File: src/rtl/bias_pkg.sv
// rtl/bias_pkg.sv - default sizing constants and the DATA_W+1 -> DATA_W saturation helper
package bias_pkg;

  localparam int DEF_NUM_COLS = 4;
  localparam int DEF_DATA_W   = 16;
  localparam int DEF_BIAS_W   = 16;
  localparam int MAX_W        = 64;

  // Operates at the widest legal width so every lane instance can share it.
  function automatic logic signed [MAX_W-1:0] saturate(input logic signed [MAX_W:0] sum,
                                                       input int w);
    logic signed [MAX_W:0] lim;
    logic signed [MAX_W:0] hi;
    logic signed [MAX_W:0] lo;
    lim = 65'sd1 <<< (w - 1);
    hi  = lim - 65'sd1;
    lo  = -lim;
    if (sum > hi) begin
      return hi[MAX_W-1:0];
    end else if (sum < lo) begin
      return lo[MAX_W-1:0];
    end else begin
      return sum[MAX_W-1:0];
    end
  endfunction

endpackage

File: src/rtl/bias_array_if.sv
// rtl/bias_array_if.sv - bias load/swap controls, systolic data in and biased results out
interface bias_array_if #(
  parameter int NUM_COLS = bias_pkg::DEF_NUM_COLS,
  parameter int DATA_W   = bias_pkg::DEF_DATA_W,
  parameter int BIAS_W   = bias_pkg::DEF_BIAS_W
);
  logic [NUM_COLS-1:0]        bias_load_en;
  logic [NUM_COLS*BIAS_W-1:0] bias_scalar_ub_in;
  logic                       bias_swap;
  logic                       relu_en;
  logic [NUM_COLS*DATA_W-1:0] bias_sys_data_in;
  logic [NUM_COLS-1:0]        bias_sys_valid_in;
  logic                       sat_clr;
  logic [NUM_COLS*DATA_W-1:0] bias_z_data_out;
  logic [NUM_COLS-1:0]        bias_Z_valid_out;
  logic                       bias_shadow_full;
  logic [NUM_COLS-1:0]        sat_flag;

  modport slave (
    input  bias_load_en, bias_scalar_ub_in, bias_swap, relu_en,
           bias_sys_data_in, bias_sys_valid_in, sat_clr,
    output bias_z_data_out, bias_Z_valid_out, bias_shadow_full, sat_flag
  );

  modport master (
    output bias_load_en, bias_scalar_ub_in, bias_swap, relu_en,
           bias_sys_data_in, bias_sys_valid_in, sat_clr,
    input  bias_z_data_out, bias_Z_valid_out, bias_shadow_full, sat_flag
  );
endinterface

File: src/rtl/bias_lane.sv
// rtl/bias_lane.sv - one column: shadow/active bias, add stage, saturate+ReLU stage, sticky clip flag
module bias_lane
  import bias_pkg::*;
#(
  parameter int DATA_W = DEF_DATA_W,
  parameter int BIAS_W = DEF_BIAS_W
) (
  input  logic              clk,
  input  logic              rst,
  input  logic              load_en_i,
  input  logic [BIAS_W-1:0] bias_i,
  input  logic              swap_i,
  input  logic              relu_en_i,
  input  logic [DATA_W-1:0] data_i,
  input  logic              valid_i,
  input  logic              sat_clr_i,
  output logic [DATA_W-1:0] data_o,
  output logic              valid_o,
  output logic              shadow_vld_o,
  output logic              sat_flag_o
);

  logic [BIAS_W-1:0] shadow_q, shadow_d, active_q, active_d;
  logic              shadow_vld_q, shadow_vld_d;
  logic [DATA_W:0]   s1_sum_q, s1_sum_d;
  logic              s1_vld_q, s1_relu_q;
  logic [DATA_W-1:0] out_q, out_d;
  logic              out_vld_q;
  logic              sat_q, sat_d;
  logic signed [MAX_W:0] sum_ext;
  logic [DATA_W-1:0] sat_val;
  logic              clip;

  always_comb begin
    shadow_d     = load_en_i ? bias_i : shadow_q;
    shadow_vld_d = load_en_i | (shadow_vld_q & ~swap_i);
    // Swap reads the pre-load shadow, so a coincident load lands only in shadow.
    active_d     = (swap_i && shadow_vld_q) ? shadow_q : active_q;
    s1_sum_d     = {data_i[DATA_W-1], data_i}
                 + {{(DATA_W - BIAS_W + 1){active_q[BIAS_W-1]}}, active_q};
  end

  always_comb begin
    sum_ext = {{(MAX_W - DATA_W){s1_sum_q[DATA_W]}}, s1_sum_q};
    sat_val = DATA_W'(saturate(sum_ext, DATA_W));
    clip    = s1_sum_q[DATA_W] ^ s1_sum_q[DATA_W-1];
    out_d   = (s1_relu_q && sat_val[DATA_W-1]) ? '0 : sat_val;
    sat_d   = (s1_vld_q & clip) | (sat_q & ~sat_clr_i);
  end

  always_ff @(posedge clk or posedge rst) begin
    if (rst) begin
      shadow_q     <= '0;
      shadow_vld_q <= 1'b0;
      active_q     <= '0;
      s1_sum_q     <= '0;
      s1_vld_q     <= 1'b0;
      s1_relu_q    <= 1'b0;
      out_q        <= '0;
      out_vld_q    <= 1'b0;
      sat_q        <= 1'b0;
    end else begin
      shadow_q     <= shadow_d;
      shadow_vld_q <= shadow_vld_d;
      active_q     <= active_d;
      s1_vld_q     <= valid_i;
      s1_relu_q    <= relu_en_i;
      out_vld_q    <= s1_vld_q;
      sat_q        <= sat_d;
      if (valid_i) begin
        s1_sum_q <= s1_sum_d;
      end
      if (s1_vld_q) begin
        out_q <= out_d;
      end
    end
  end

  assign data_o       = out_q;
  assign valid_o      = out_vld_q;
  assign shadow_vld_o = shadow_vld_q;
  assign sat_flag_o   = sat_q;

endmodule

File: src/rtl/bias_array.sv
// rtl/bias_array.sv - NUM_COLS independent bias lanes with shared swap/relu/sat_clr controls
module bias_array
  import bias_pkg::*;
#(
  parameter int NUM_COLS = DEF_NUM_COLS,
  parameter int DATA_W   = DEF_DATA_W,
  parameter int BIAS_W   = DEF_BIAS_W
) (
  input logic         clk,
  input logic         rst,
  bias_array_if.slave bus
);

  logic [NUM_COLS-1:0]        shadow_vld;
  logic [NUM_COLS-1:0]        valid_out;
  logic [NUM_COLS-1:0]        sat_out;
  logic [NUM_COLS*DATA_W-1:0] data_out;

  for (genvar i = 0; i < NUM_COLS; i++) begin : g_lane
    bias_lane #(
      .DATA_W (DATA_W),
      .BIAS_W (BIAS_W)
    ) u_lane (
      .clk          (clk),
      .rst          (rst),
      .load_en_i    (bus.bias_load_en[i]),
      .bias_i       (bus.bias_scalar_ub_in[i*BIAS_W +: BIAS_W]),
      .swap_i       (bus.bias_swap),
      .relu_en_i    (bus.relu_en),
      .data_i       (bus.bias_sys_data_in[i*DATA_W +: DATA_W]),
      .valid_i      (bus.bias_sys_valid_in[i]),
      .sat_clr_i    (bus.sat_clr),
      .data_o       (data_out[i*DATA_W +: DATA_W]),
      .valid_o      (valid_out[i]),
      .shadow_vld_o (shadow_vld[i]),
      .sat_flag_o   (sat_out[i])
    );
  end

  assign bus.bias_z_data_out  = data_out;
  assign bus.bias_Z_valid_out = valid_out;
  assign bus.sat_flag         = sat_out;
  assign bus.bias_shadow_full = &shadow_vld;

endmodule

File: src/flat_wrapper.sv
// flat-port wrapper written by rule: the top's interface ports become plain ports
module bias_array_flat import bias_pkg::*;
#(
  parameter int NUM_COLS = DEF_NUM_COLS,
  parameter int DATA_W   = DEF_DATA_W,
  parameter int BIAS_W   = DEF_BIAS_W
)
  (clk, rst, bus_bias_load_en, bus_bias_scalar_ub_in, bus_bias_swap, bus_relu_en, bus_bias_sys_data_in, bus_bias_sys_valid_in, bus_sat_clr, bus_bias_z_data_out, bus_bias_Z_valid_out, bus_bias_shadow_full, bus_sat_flag);
  bias_array_if #(.NUM_COLS(NUM_COLS), .DATA_W(DATA_W), .BIAS_W(BIAS_W)) bus_i ();
  input logic clk;
  input logic rst;
  input wire logic [$bits(bus_i.bias_load_en)-1:0] bus_bias_load_en;
  input wire logic [$bits(bus_i.bias_scalar_ub_in)-1:0] bus_bias_scalar_ub_in;
  input wire logic [$bits(bus_i.bias_swap)-1:0] bus_bias_swap;
  input wire logic [$bits(bus_i.relu_en)-1:0] bus_relu_en;
  input wire logic [$bits(bus_i.bias_sys_data_in)-1:0] bus_bias_sys_data_in;
  input wire logic [$bits(bus_i.bias_sys_valid_in)-1:0] bus_bias_sys_valid_in;
  input wire logic [$bits(bus_i.sat_clr)-1:0] bus_sat_clr;
  output wire logic [$bits(bus_i.bias_z_data_out)-1:0] bus_bias_z_data_out;
  output wire logic [$bits(bus_i.bias_Z_valid_out)-1:0] bus_bias_Z_valid_out;
  output wire logic [$bits(bus_i.bias_shadow_full)-1:0] bus_bias_shadow_full;
  output wire logic [$bits(bus_i.sat_flag)-1:0] bus_sat_flag;
  assign bus_i.bias_load_en = bus_bias_load_en;
  assign bus_i.bias_scalar_ub_in = bus_bias_scalar_ub_in;
  assign bus_i.bias_swap = bus_bias_swap;
  assign bus_i.relu_en = bus_relu_en;
  assign bus_i.bias_sys_data_in = bus_bias_sys_data_in;
  assign bus_i.bias_sys_valid_in = bus_bias_sys_valid_in;
  assign bus_i.sat_clr = bus_sat_clr;
  assign bus_bias_z_data_out = bus_i.bias_z_data_out;
  assign bus_bias_Z_valid_out = bus_i.bias_Z_valid_out;
  assign bus_bias_shadow_full = bus_i.bias_shadow_full;
  assign bus_sat_flag = bus_i.sat_flag;
  bias_array #(.NUM_COLS(NUM_COLS), .DATA_W(DATA_W), .BIAS_W(BIAS_W)) u_core (.clk(clk), .rst(rst), .bus(bus_i));
endmodule
File: config.mk
export PLATFORM = sky130hd
export DESIGN_NAME = bias_array_flat
export DESIGN_NICKNAME = d
export VERILOG_FILES = /design/src/rtl/bias_pkg.sv /design/src/rtl/bias_array_if.sv /design/src/rtl/bias_lane.sv /design/src/rtl/bias_array.sv /design/src/flat_wrapper.sv
export SDC_FILE = /design/constraint.sdc
export NUM_CORES = 1
export LEC_CHECK = 0
export CAP_MARGIN = 10
export CELL_PAD_IN_SITES_DETAIL_PLACEMENT = 1
export CELL_PAD_IN_SITES_GLOBAL_PLACEMENT = 1
export CORE_ASPECT_RATIO = 0.8
export CORE_UTILIZATION = 48
export CTS_BUF_LIST = sky130_fd_sc_hd__clkbuf_4 sky130_fd_sc_hd__clkbuf_8
export DETAILED_ROUTE_END_ITERATION = 8
export PLACE_DENSITY_LB_ADDON = 0.1
export SLEW_MARGIN = 20
export SYNTH_ARGS = -nofsm -noshare
export SYNTH_HDL_FRONTEND = slang
export SYNTH_SLANG_ARGS = --single-unit
export TNS_END_PERCENT = 10
File: constraint.sdc
create_clock -name clk -period 15 [get_ports clk]
set_input_delay 1.5 -clock clk [delete_from_list [all_inputs] [get_ports clk]]
set_output_delay 1.5 -clock clk [all_outputs]
set_load 0.03 [all_outputs]
Yosys cells after proc, flatten, opt, wreduce, memory -nomap -nowiden
Index checks and enable logic that the tools add are counted.
{ "totals": {"reg_bits": 277, "in_bits": 141, "word_cells": 92} }
{ "classes": {"add_sub_neg": 4, "magnitude_cmp": 8, "mux": 12, "n_bitwise": 26, "reduce_logical": 9} }
{ "ops": {"columns": ["operator", "n"], "rows": [
  ["$mux 16", 12],
  ["$add 16x16->17", 4],
  ["$gt 17x16->1 const B", 4],
  ["$lt 17x16->1 const B", 4],
  ["$and 1x1->1", 12],
  ["$logic_and 1x1->1", 8],
  ["$or 1x1->1", 8],
  ["$reduce_and 4->1", 1],
  ["$xor 1x1->1", 4],
  ["$not 1->1", 2]
]} }

Depth between registers and ports, before layout
Gate-level depths: netlist of run 1.
{ "logic_depth": {"word_depth": 5, "ltp_mapped": 10, "ltp_nobuf": 10} }

Modules after synthesis
From an unflattened synthesis of run 1, not the netlist that was laid out.
{ "hier_totals": {"hier_cells": 1293, "hier_area_um2": 14312.5} }
{ "by_module_without_submodules": {"columns": ["mod", "instances", "cells_per_inst", "area_each_um2"], "rows": [
  ["bias_lane", 4, 323, 3575.9],
  ["bias_array", 1, 1, 8.8]
]} }

Worst setup path after synthesis of run 1
OpenSTA, ideal clock, no wires.
{ "synth_timing": {"kind": "input port to flip-flop", "startpoint": "in bus_bias_sys_data_in[16]", "endpoint": "reg u_core.g_lane[1].u_lane.s1_sum_q[16]", "setup_time_ns": 0.067, "t_arrival_ns": 3.581, "required_ns": 14.933, "slack_ns": 11.352, "path_stages": 9, "n_path_buf": 0, "cell_sequence": "ha_1 -> fa_1 -> a211o_1 -> o211ai_2 -> a21oi_2 -> o311a_1 -> a21o_1 -> a2111oi_2 -> nand2b_1"} }
{ "synth_between": {"elab_chain_len": 1} }
{ "synth_lines": {"columns": ["element", "line", "rtl"], "rows": [
  ["from (decl)", "flat_wrapper.sv:16", "input wire logic [$bits(bus_i.bias_sys_data_in)-1:0] bus_bias_sys_data_in;"],
  ["$add 16x16->17", "bias_lane.sv:40", "+ {{(DATA_W - BIAS_W + 1){active_q[BIAS_W-1]}}, active_q};"],
  ["to (signal assigned)", "bias_lane.sv:71", "s1_sum_q <= s1_sum_d;"],
  ["to (decl)", "bias_lane.sv:25", "logic [DATA_W:0] s1_sum_q, s1_sum_d;"]
]} }
Every way passes these cells.
A chain may end at the register's enable or synchronous reset.

Worst setup path in the final report of run 1
Same ends and word-level chain as after synthesis.

==> results of run 1 <==
==> state kept, by name, summed over array words and instances (netlist names) <==
signal and cells:
u_core.g_lane.u_lane.sat_flag_o 4, u_core.g_lane.u_lane.s1_vld_q 4, u_core.g_lane.u_lane.s1_sum_q 68, u_core.g_lane.u_lane.s1_relu_q 1, u_core.g_lane.u_lane.data_o 64, u_core.g_lane.u_lane.shadow_q 64, u_core.g_lane.u_lane.active_q 64, u_core.g_lane.u_lane.shadow_vld_o 4
u_core.g_lane.u_lane.valid_o 4
==> area by class of cell <==
cell class                 count  area (µm²)  area share (%)
clock inverter                 6        58.8           0.346
inverter                     105         407            2.39
timing repair buffer         217        2160            12.7
multi-input combinational    749        6070            35.7
tap                          364         455            2.68
sequential                   277        6930            40.8
clock buffer                  71         902            5.31
==> cells in the mapped netlist, drive strengths merged (15+ instances only) <==
library cell / count / share of area (%)
xnor2: 32 / 2.1
inv: 104 / 2.9
dfrtp: 277 / 51
nand2: 40 / 1.1
buf: 15 / 0.73
o22ai: 64 / 2.9
nand4: 17 / 0.78
a21o: 21 / 1.2
ha: 76 / 7.0
o21ai: 42 / 1.5
a21oi: 105 / 3.9
clkbuf: 36 / 0.99
mux2: 173 / 14
nor2: 33 / 0.96
==> path summary, 6_finish.rpt <==
| kind | end | cells past startpoint | startpoint | slack (ps) |
|---|---|---|---|---|
| worst max-delay path | u_core.g_lane[1].u_lane.s1_sum_q[16]$_DFFE_PP0P_ | 10 | bus_bias_sys_data_in[16] | 11270 |
| worst min-delay path | u_core.g_lane[2].u_lane.active_q[12]$_DFFE_PP0P_ | 1 | u_core.g_lane[2].u_lane.shadow_q[12]$_DFFE_PP0P_ | 500 |
| worst max register to register | u_core.g_lane[1].u_lane.s1_sum_q[16]$_DFFE_PP0P_ | 9 | u_core.g_lane[1].u_lane.active_q[0]$_DFFE_PP0P_ | 12300 |
| worst min register to register | u_core.g_lane[2].u_lane.active_q[12]$_DFFE_PP0P_ | 1 | u_core.g_lane[2].u_lane.shadow_q[12]$_DFFE_PP0P_ | 500 |
| max in group asynchronous | u_core.g_lane[2].u_lane.shadow_q[8]$_DFFE_PP0P_ | 4 | rst | 11430 |
| min in group asynchronous | u_core.g_lane[3].u_lane.data_o[0]$_DFFE_PP0P_ | 2 | rst | 1470 |
==> metal layers <==
metal | part of all wire (%) | GRT usage (%)
met2 | 48 | 36.8
met1 | 47 | 31.2
met4 | 1.3 | 5.33
met3 | 4.0 | 4.17
met5 | 0.091 | 0
==> logic make-up after synthesis <==
group / count (synthesis)
buffers and inverters: 156
AOI/OAI and AO/OA: 304
DFF: 277
xor gates and xnor gates: 43
adders and majority gates: 80
muxes: 176
and+or+nand+nor: 146
==> where the power goes <==
part,switching [mW],leakage [nW],internal [mW]
clock,0.294,0.514,0.398
sequential,0.142,3.24,0.950
combinational,0.550,3.72,0.461
total,0.985,7.47,1.81
==> placed cells by master (no fill, tap or decap), types with 7 or more instances in the layout <==
master,instances
a211oi_1,12
a21o_1,20
a21oi_1,104
clkbuf_4,12
clkbuf_8,59
clkdlybuf4s50_1,213
dfrtp_1,277
ha_1,76
inv_1,103
mux2_2,173
nand2_1,40
nand2b_1,7
nand3_1,8
nand4_1,17
nor2_1,30
nor3_1,9
o21ai_0,39
o21bai_1,9
o22ai_1,63
xnor2_1,32
xor2_1,11
==> per-stage QoR <==
| step | cells | utilization, % | hold slack, ps | setup slack, ps |
|---|---|---|---|---|
| 2_1_floorplan | 1182 | - | 352 | 5860 |
| 3_3_place_gp | 1712 | 58.1 | 484 | 10470 |
| 3_5_place_dp | 1712 | 58.1 | 492 | 10440 |
| 4_1_cts | 1789 | 61.6 | 506 | 11030 |
| 5_1_grt | 1789 | 61.6 | 515 | 10920 |
| 6_report | 1789 | 61.6 | 503 | 11270 |
==> worst reg2reg max path: cells and delay by family (launching register included) <==
| kind | cells | cell delay [ps] |
|---|---|---|
| fa+ha+maj | 2 | 660 |
| compound gates | 6 | 1450 |
| flops | 1 | 380 |
| simple gates | 1 | 140 |
==> results_dict.tcl, run 1 <==
set metrics [dict create \
    cts_htree_levels 2 \
    dpl_cell_area_um2 16000 \
    crit_arrival_ps 4210 \
    tritoncts "yes" \
    gp_congestion 0.802 \
    cts_made_buffers 45 \
    worstSkewPairLatency_ps 540 \
    maxSlewViolCount 0 \
    grt_pass1_wl_um 53200 \
    max_slew_margin_pct 38.1 \
    dr.first_iter.drc_count 334 \
    fin_crit_ps 3730 \
    synth_fa_ha_area_share_pct 7.57 \
    cap_viol_max_count 0 \
    fin_total_pwr_mw 2.79 \
    status "complete, no violations" \
    ant_nets 0 \
    final_nets 1616 \
    fillers 2882 \
    crit_buf_inv 1 \
    start_util_pct 49.4 \
    hold_path_class "flop to flop" \
    synth-edff-count 0 \
    synthMuxAreaShare_pct 14.5 \
    netlist_instances 1182 \
    via_per_inst 5.39 \
    stdcell_area_um2 17000 \
    ys_warn_count 0 \
    fmax_mhz 268 \
    area_growth_pct 24.7 \
    path_class "input port to flop" \
    wl_per_cell_um 17.8 \
    synthFlopType "dfrtp_1" \
    rsz0062_at_grt "no" \
    synth_top_family_by_area "multiplexers" \
    finalHoldViolCount 0 \
    syn_nets 1403 \
    synth-compound-area-share_pct 14.0 \
    endpoint_kind "flop" \
    grt_pass1_vias 10200 \
    critPathLaunchType "input port" \
    die_height_um 153 \
    cts_resized 0 \
    worst_path_max_delay_cell "clkdlybuf4s50_1" \
    ys_ff_latch 277 \
    clk_pin_slew_ps 70 \
    grt_remaining_overflow 0 \
    fp.dieW_um 190 \
    post_cts_buffers 0 \
    post-dp-hpwl_um 22800 \
    min_period_over_period_pct 24.9 \
    setup_viol 0 \
    drt-total-wl_um 31800 \
    cts.sinks 277 \
    core_area_um2 27600 \
    port_buffers 213 \
    p_per_area_nw_per_um2 164 \
    tns_ps 0 \
    synthDistinctLibCells 68 \
    p_leak_nw 7.47 \
    antennaDiodeCount 0 \
    cts_hold_repair.buffers 0 \
    drc 0 \
    die-area_um2 29100 \
    syn_area_um2 13600 \
    synth_xor_area_share_pct 2.76 \
    crit_family "compound AO/OA/AOI/OAI gates" \
    grt_use_total_pct 22.6 \
    skew_ps 20.3 \
    grt_max_degree 148 \
    async_flop_share_pct 100 \
    grt_antenna_before_repair 2 \
    critPathRequiredTime_ps 15480 \
    clock_path_buffers 3 \
    path_cells "clkdlybuf4s50_1 -> ha_1 -> fa_1 -> a211o_1 -> o211ai_2 -> a21oi_2 -> o311a_1 -> a21o_1 -> a2111oi_2 -> nand2b_1" \
    seq_area_frac_synth_pct 50.9 \
    synth.avg_cell_area_um2 11.5 \
    worst_pin_slew_ps 925 \
    layout-drive-gt1-share_pct 19.4 \
    firstDrtPassIters 4 \
    crit_fanout 3 \
    synth-simple-area-share_pct 5.64 \
    slowest_delay_ps 430 \
    fp-row-count 54 \
    ios 214 \
    root_buffer "clkbuf_8" \
    ir_drop_uv 96.2 \
    via_count 9646 \
]
Power figures use the tool's default switching activity.
==> inputs of run 2 (changes only) <==
--- a/config.mk
+++ b/config.mk
@@ -9,7 +9,7 @@
 export CELL_PAD_IN_SITES_DETAIL_PLACEMENT = 1
 export CELL_PAD_IN_SITES_GLOBAL_PLACEMENT = 1
 export CORE_ASPECT_RATIO = 0.8
-export CORE_UTILIZATION = 48
+export CORE_UTILIZATION = 45
 export CTS_BUF_LIST = sky130_fd_sc_hd__clkbuf_4 sky130_fd_sc_hd__clkbuf_8
 export DETAILED_ROUTE_END_ITERATION = 8
 export PLACE_DENSITY_LB_ADDON = 0.1
==> constraint.sdc (replaced) <==
create_clock -name clk -period 3.8 [get_ports clk]
set_input_delay 0.38 -clock clk [delete_from_list [all_inputs] [get_ports clk]]
set_output_delay 0.38 -clock clk [all_outputs]
set_load 0.03 [all_outputs]
==> run 2 against run 1 <==
Total power grew to 4.0 times the previous value. Sequential share of layout area shrank 0.37 points. Non-clock buffer count is 7 higher. Flip-flop and latch count is the same. Cell count up 3.0%. Worst hold slack worse by 340 ps. Utilization fell by 3.6 points. Register-to-register slack got worse by 11000 ps. Final area up 0.92%. Largest cell class unchanged.
==> results_dict.tcl, run 2 (synthesis gave the netlist of run 1 again) <==
set metrics [dict create \
    r2r_cells 9 \
    setup_viol 0 \
    grt_pass1_vias 10100 \
    crit_arrival_ps 3180 \
    drc 0 \
    dp.cells 1760 \
    port_buffers 213 \
    dr.first_iter.drc_count 252 \
    rsz0062_at_grt "no" \
    critPathLaunchType "flop" \
    clock_path_buffers 3 \
    fp-row-count 56 \
    tns_ps 0 \
    cts.sinks 277 \
    post_cts_buffers 0 \
    cts_htree_levels 2 \
    post-dp-hpwl_um 23800 \
    crit_fanout 3 \
    root_buffer "clkbuf_8" \
    critPathRequiredTime_ps 4310 \
    cap_viol_max_count 0 \
    via_per_inst 5.22 \
    r2r_end "u_core.g_lane[1].u_lane.s1_sum_q[16]$_DFFE_PP0P_" \
    p_per_area_nw_per_um2 644 \
    clk_pin_slew_ps 60 \
    maxSlewViolCount 0 \
    gp_congestion 0.802 \
    worstSkewPairLatency_ps 580 \
    timing.rr.start "u_core.g_lane[1].u_lane.active_q[0]$_DFFE_PP0P_" \
    fin_total_pwr_mw 11.0 \
    ir_drop_uv 303 \
    ant_nets 0 \
    cts_hold_repair.buffers 0 \
    worst_pin_slew_ps 880 \
    layout.cells.non_filler 1843 \
    largest_reg_flops 68 \
    reg2reg_setup_slack_ps 1130 \
    via_count 9618 \
    fmax_mhz 375 \
    wl_per_cell_um 17.3 \
    status "complete, no violations" \
    area_growth_pct 25.8 \
    finalHoldViolCount 0 \
    p_leak_nw 7.53 \
    firstDrtPassIters 4 \
    slowest_delay_ps 430 \
    ios 214 \
    hold_path_class "input port to async pin" \
    final_nets 1624 \
    core_area_um2 29600 \
    cts_made_buffers 46 \
    final_cell_mix "277 x dfrtp_1, 213 x clkdlybuf4s50_1, 173 x mux2_2, 104 x a21oi_1, 103 x inv_1" \
    start_util_pct 46.1 \
    path_class "flop to flop" \
    fin_crit_ps 2670 \
    die-area_um2 31000 \
    path_cells "ha_1 -> fa_1 -> a211o_1 -> o211ai_2 -> a21oi_2 -> o311a_1 -> a21o_1 -> a2111oi_2 -> nand2b_1" \
    tritoncts "yes" \
    grt_use_total_pct 21.2 \
    endpoint_kind "flop" \
    fp.dieW_um 197 \
    worst_path_max_delay_cell "fa_1" \
    layout-drive-gt1-share_pct 20.0 \
    grt_antenna_before_repair 0 \
    grt_remaining_overflow 0 \
    max_slew_margin_pct 41.1 \
    drt-total-wl_um 31900 \
    layout_commonest_cell "dfrtp_1" \
    grt_pass1_wl_um 52400 \
    die_height_um 158 \
    top_register "u_core.g_lane.u_lane.s1_sum_q" \
    skew_ps 9.96 \
    fin_util_pct 58.0 \
    grt_max_degree 73 \
    min_period_over_period_pct 70.3 \
    cts_resized 0 \
]
==> run 2: changes by cell type in the layout (fill, tap and decap cells not counted) <==
cell | previous run | this run
buf_12 | 0 | 4
buf_4 | 4 | 7
bufinv_16 | 1 | 0
clkbuf_4 | 12 | 16
clkbuf_8 | 59 | 60
clkinv_8 | 1 | 0
clkinvlp_4 | 0 | 1
diode_2 | 0 | 2
inv_6 | 1 | 0
==> run 2: per-layer routing <==
layer	part of all wire [%]	track usage [%]	vias up
li1	-	-	4690
met1	46	28.0	4710
met2	47	35.0	169
met3	4.5	4.47	49
met4	2.2	6.66	0
met5	0	0	-
==> run 2: layout make-up <==
| cell class | count | area [µm²] |
|---|---|---|
| fill | 3143 | 12400 |
| sequential | 277 | 6930 |
| multi-input combinational | 749 | 6070 |
| timing repair buffer | 224 | 2260 |
| clock buffer | 76 | 946 |
| tap | 406 | 508 |
| inverter | 105 | 398 |
| clock inverter | 4 | 20.0 |
| antenna | 2 | 5.00 |
==> run 2: metrics by stage <==
stage | cell area, µm² | worst slack, ps | hold WS, ps
final | 17100 | 1130 | 162
after global routing | 17100 | 971 | 167
after CTS | 17100 | 1120 | 205
after detailed placement | 16100 | 708 | 491
after global placement | 16100 | 741 | 484
after floorplan | 13600 | -245 | 352
==> run 2: critical path, delay by kind of cell, from the launching register on <==
| kind | cells | cell delay, ps |
|---|---|---|
| AOI/OAI and AO/OA | 6 | 1420 |
| adders and majority gates | 2 | 660 |
| DFF | 1 | 380 |
| and+or+nand+nor | 1 | 140 |
==> run 2: power by group <==
part | switching (mW) | total (mW) | leakage [nW] | internal (mW)
clock | 1.18 | 2.74 | 0.521 | 1.56
sequential | 0.555 | 4.31 | 3.24 | 3.75
combinational | 2.17 | 4.00 | 3.76 | 1.83
total | 3.90 | 11.0 | 7.53 | 7.14
==> run 2: how the worst max path moves through the flow <==
| stage | startpoint | to | slack [ps] | cells past startpoint |
|---|---|---|---|---|
| floorplan | rst | u_core.g_lane[0].u_lane.active_q[0]$_DFFE_PP0P_ | -250 | 1 |
| global placement | bus_bias_sys_data_in[16] | u_core.g_lane[1].u_lane.s1_sum_q[16]$_DFFE_PP0P_ | 740 | 10 |
| detailed placement | bus_bias_sys_data_in[16] | u_core.g_lane[1].u_lane.s1_sum_q[16]$_DFFE_PP0P_ | 710 | 10 |
| CTS | u_core.g_lane[1].u_lane.active_q[0]$_DFFE_PP0P_ | u_core.g_lane[1].u_lane.s1_sum_q[16]$_DFFE_PP0P_ | 1120 | 9 |
| global route | u_core.g_lane[1].u_lane.active_q[0]$_DFFE_PP0P_ | u_core.g_lane[1].u_lane.s1_sum_q[16]$_DFFE_PP0P_ | 970 | 9 |
| finish | u_core.g_lane[1].u_lane.active_q[0]$_DFFE_PP0P_ | u_core.g_lane[1].u_lane.s1_sum_q[16]$_DFFE_PP0P_ | 1130 | 9 |
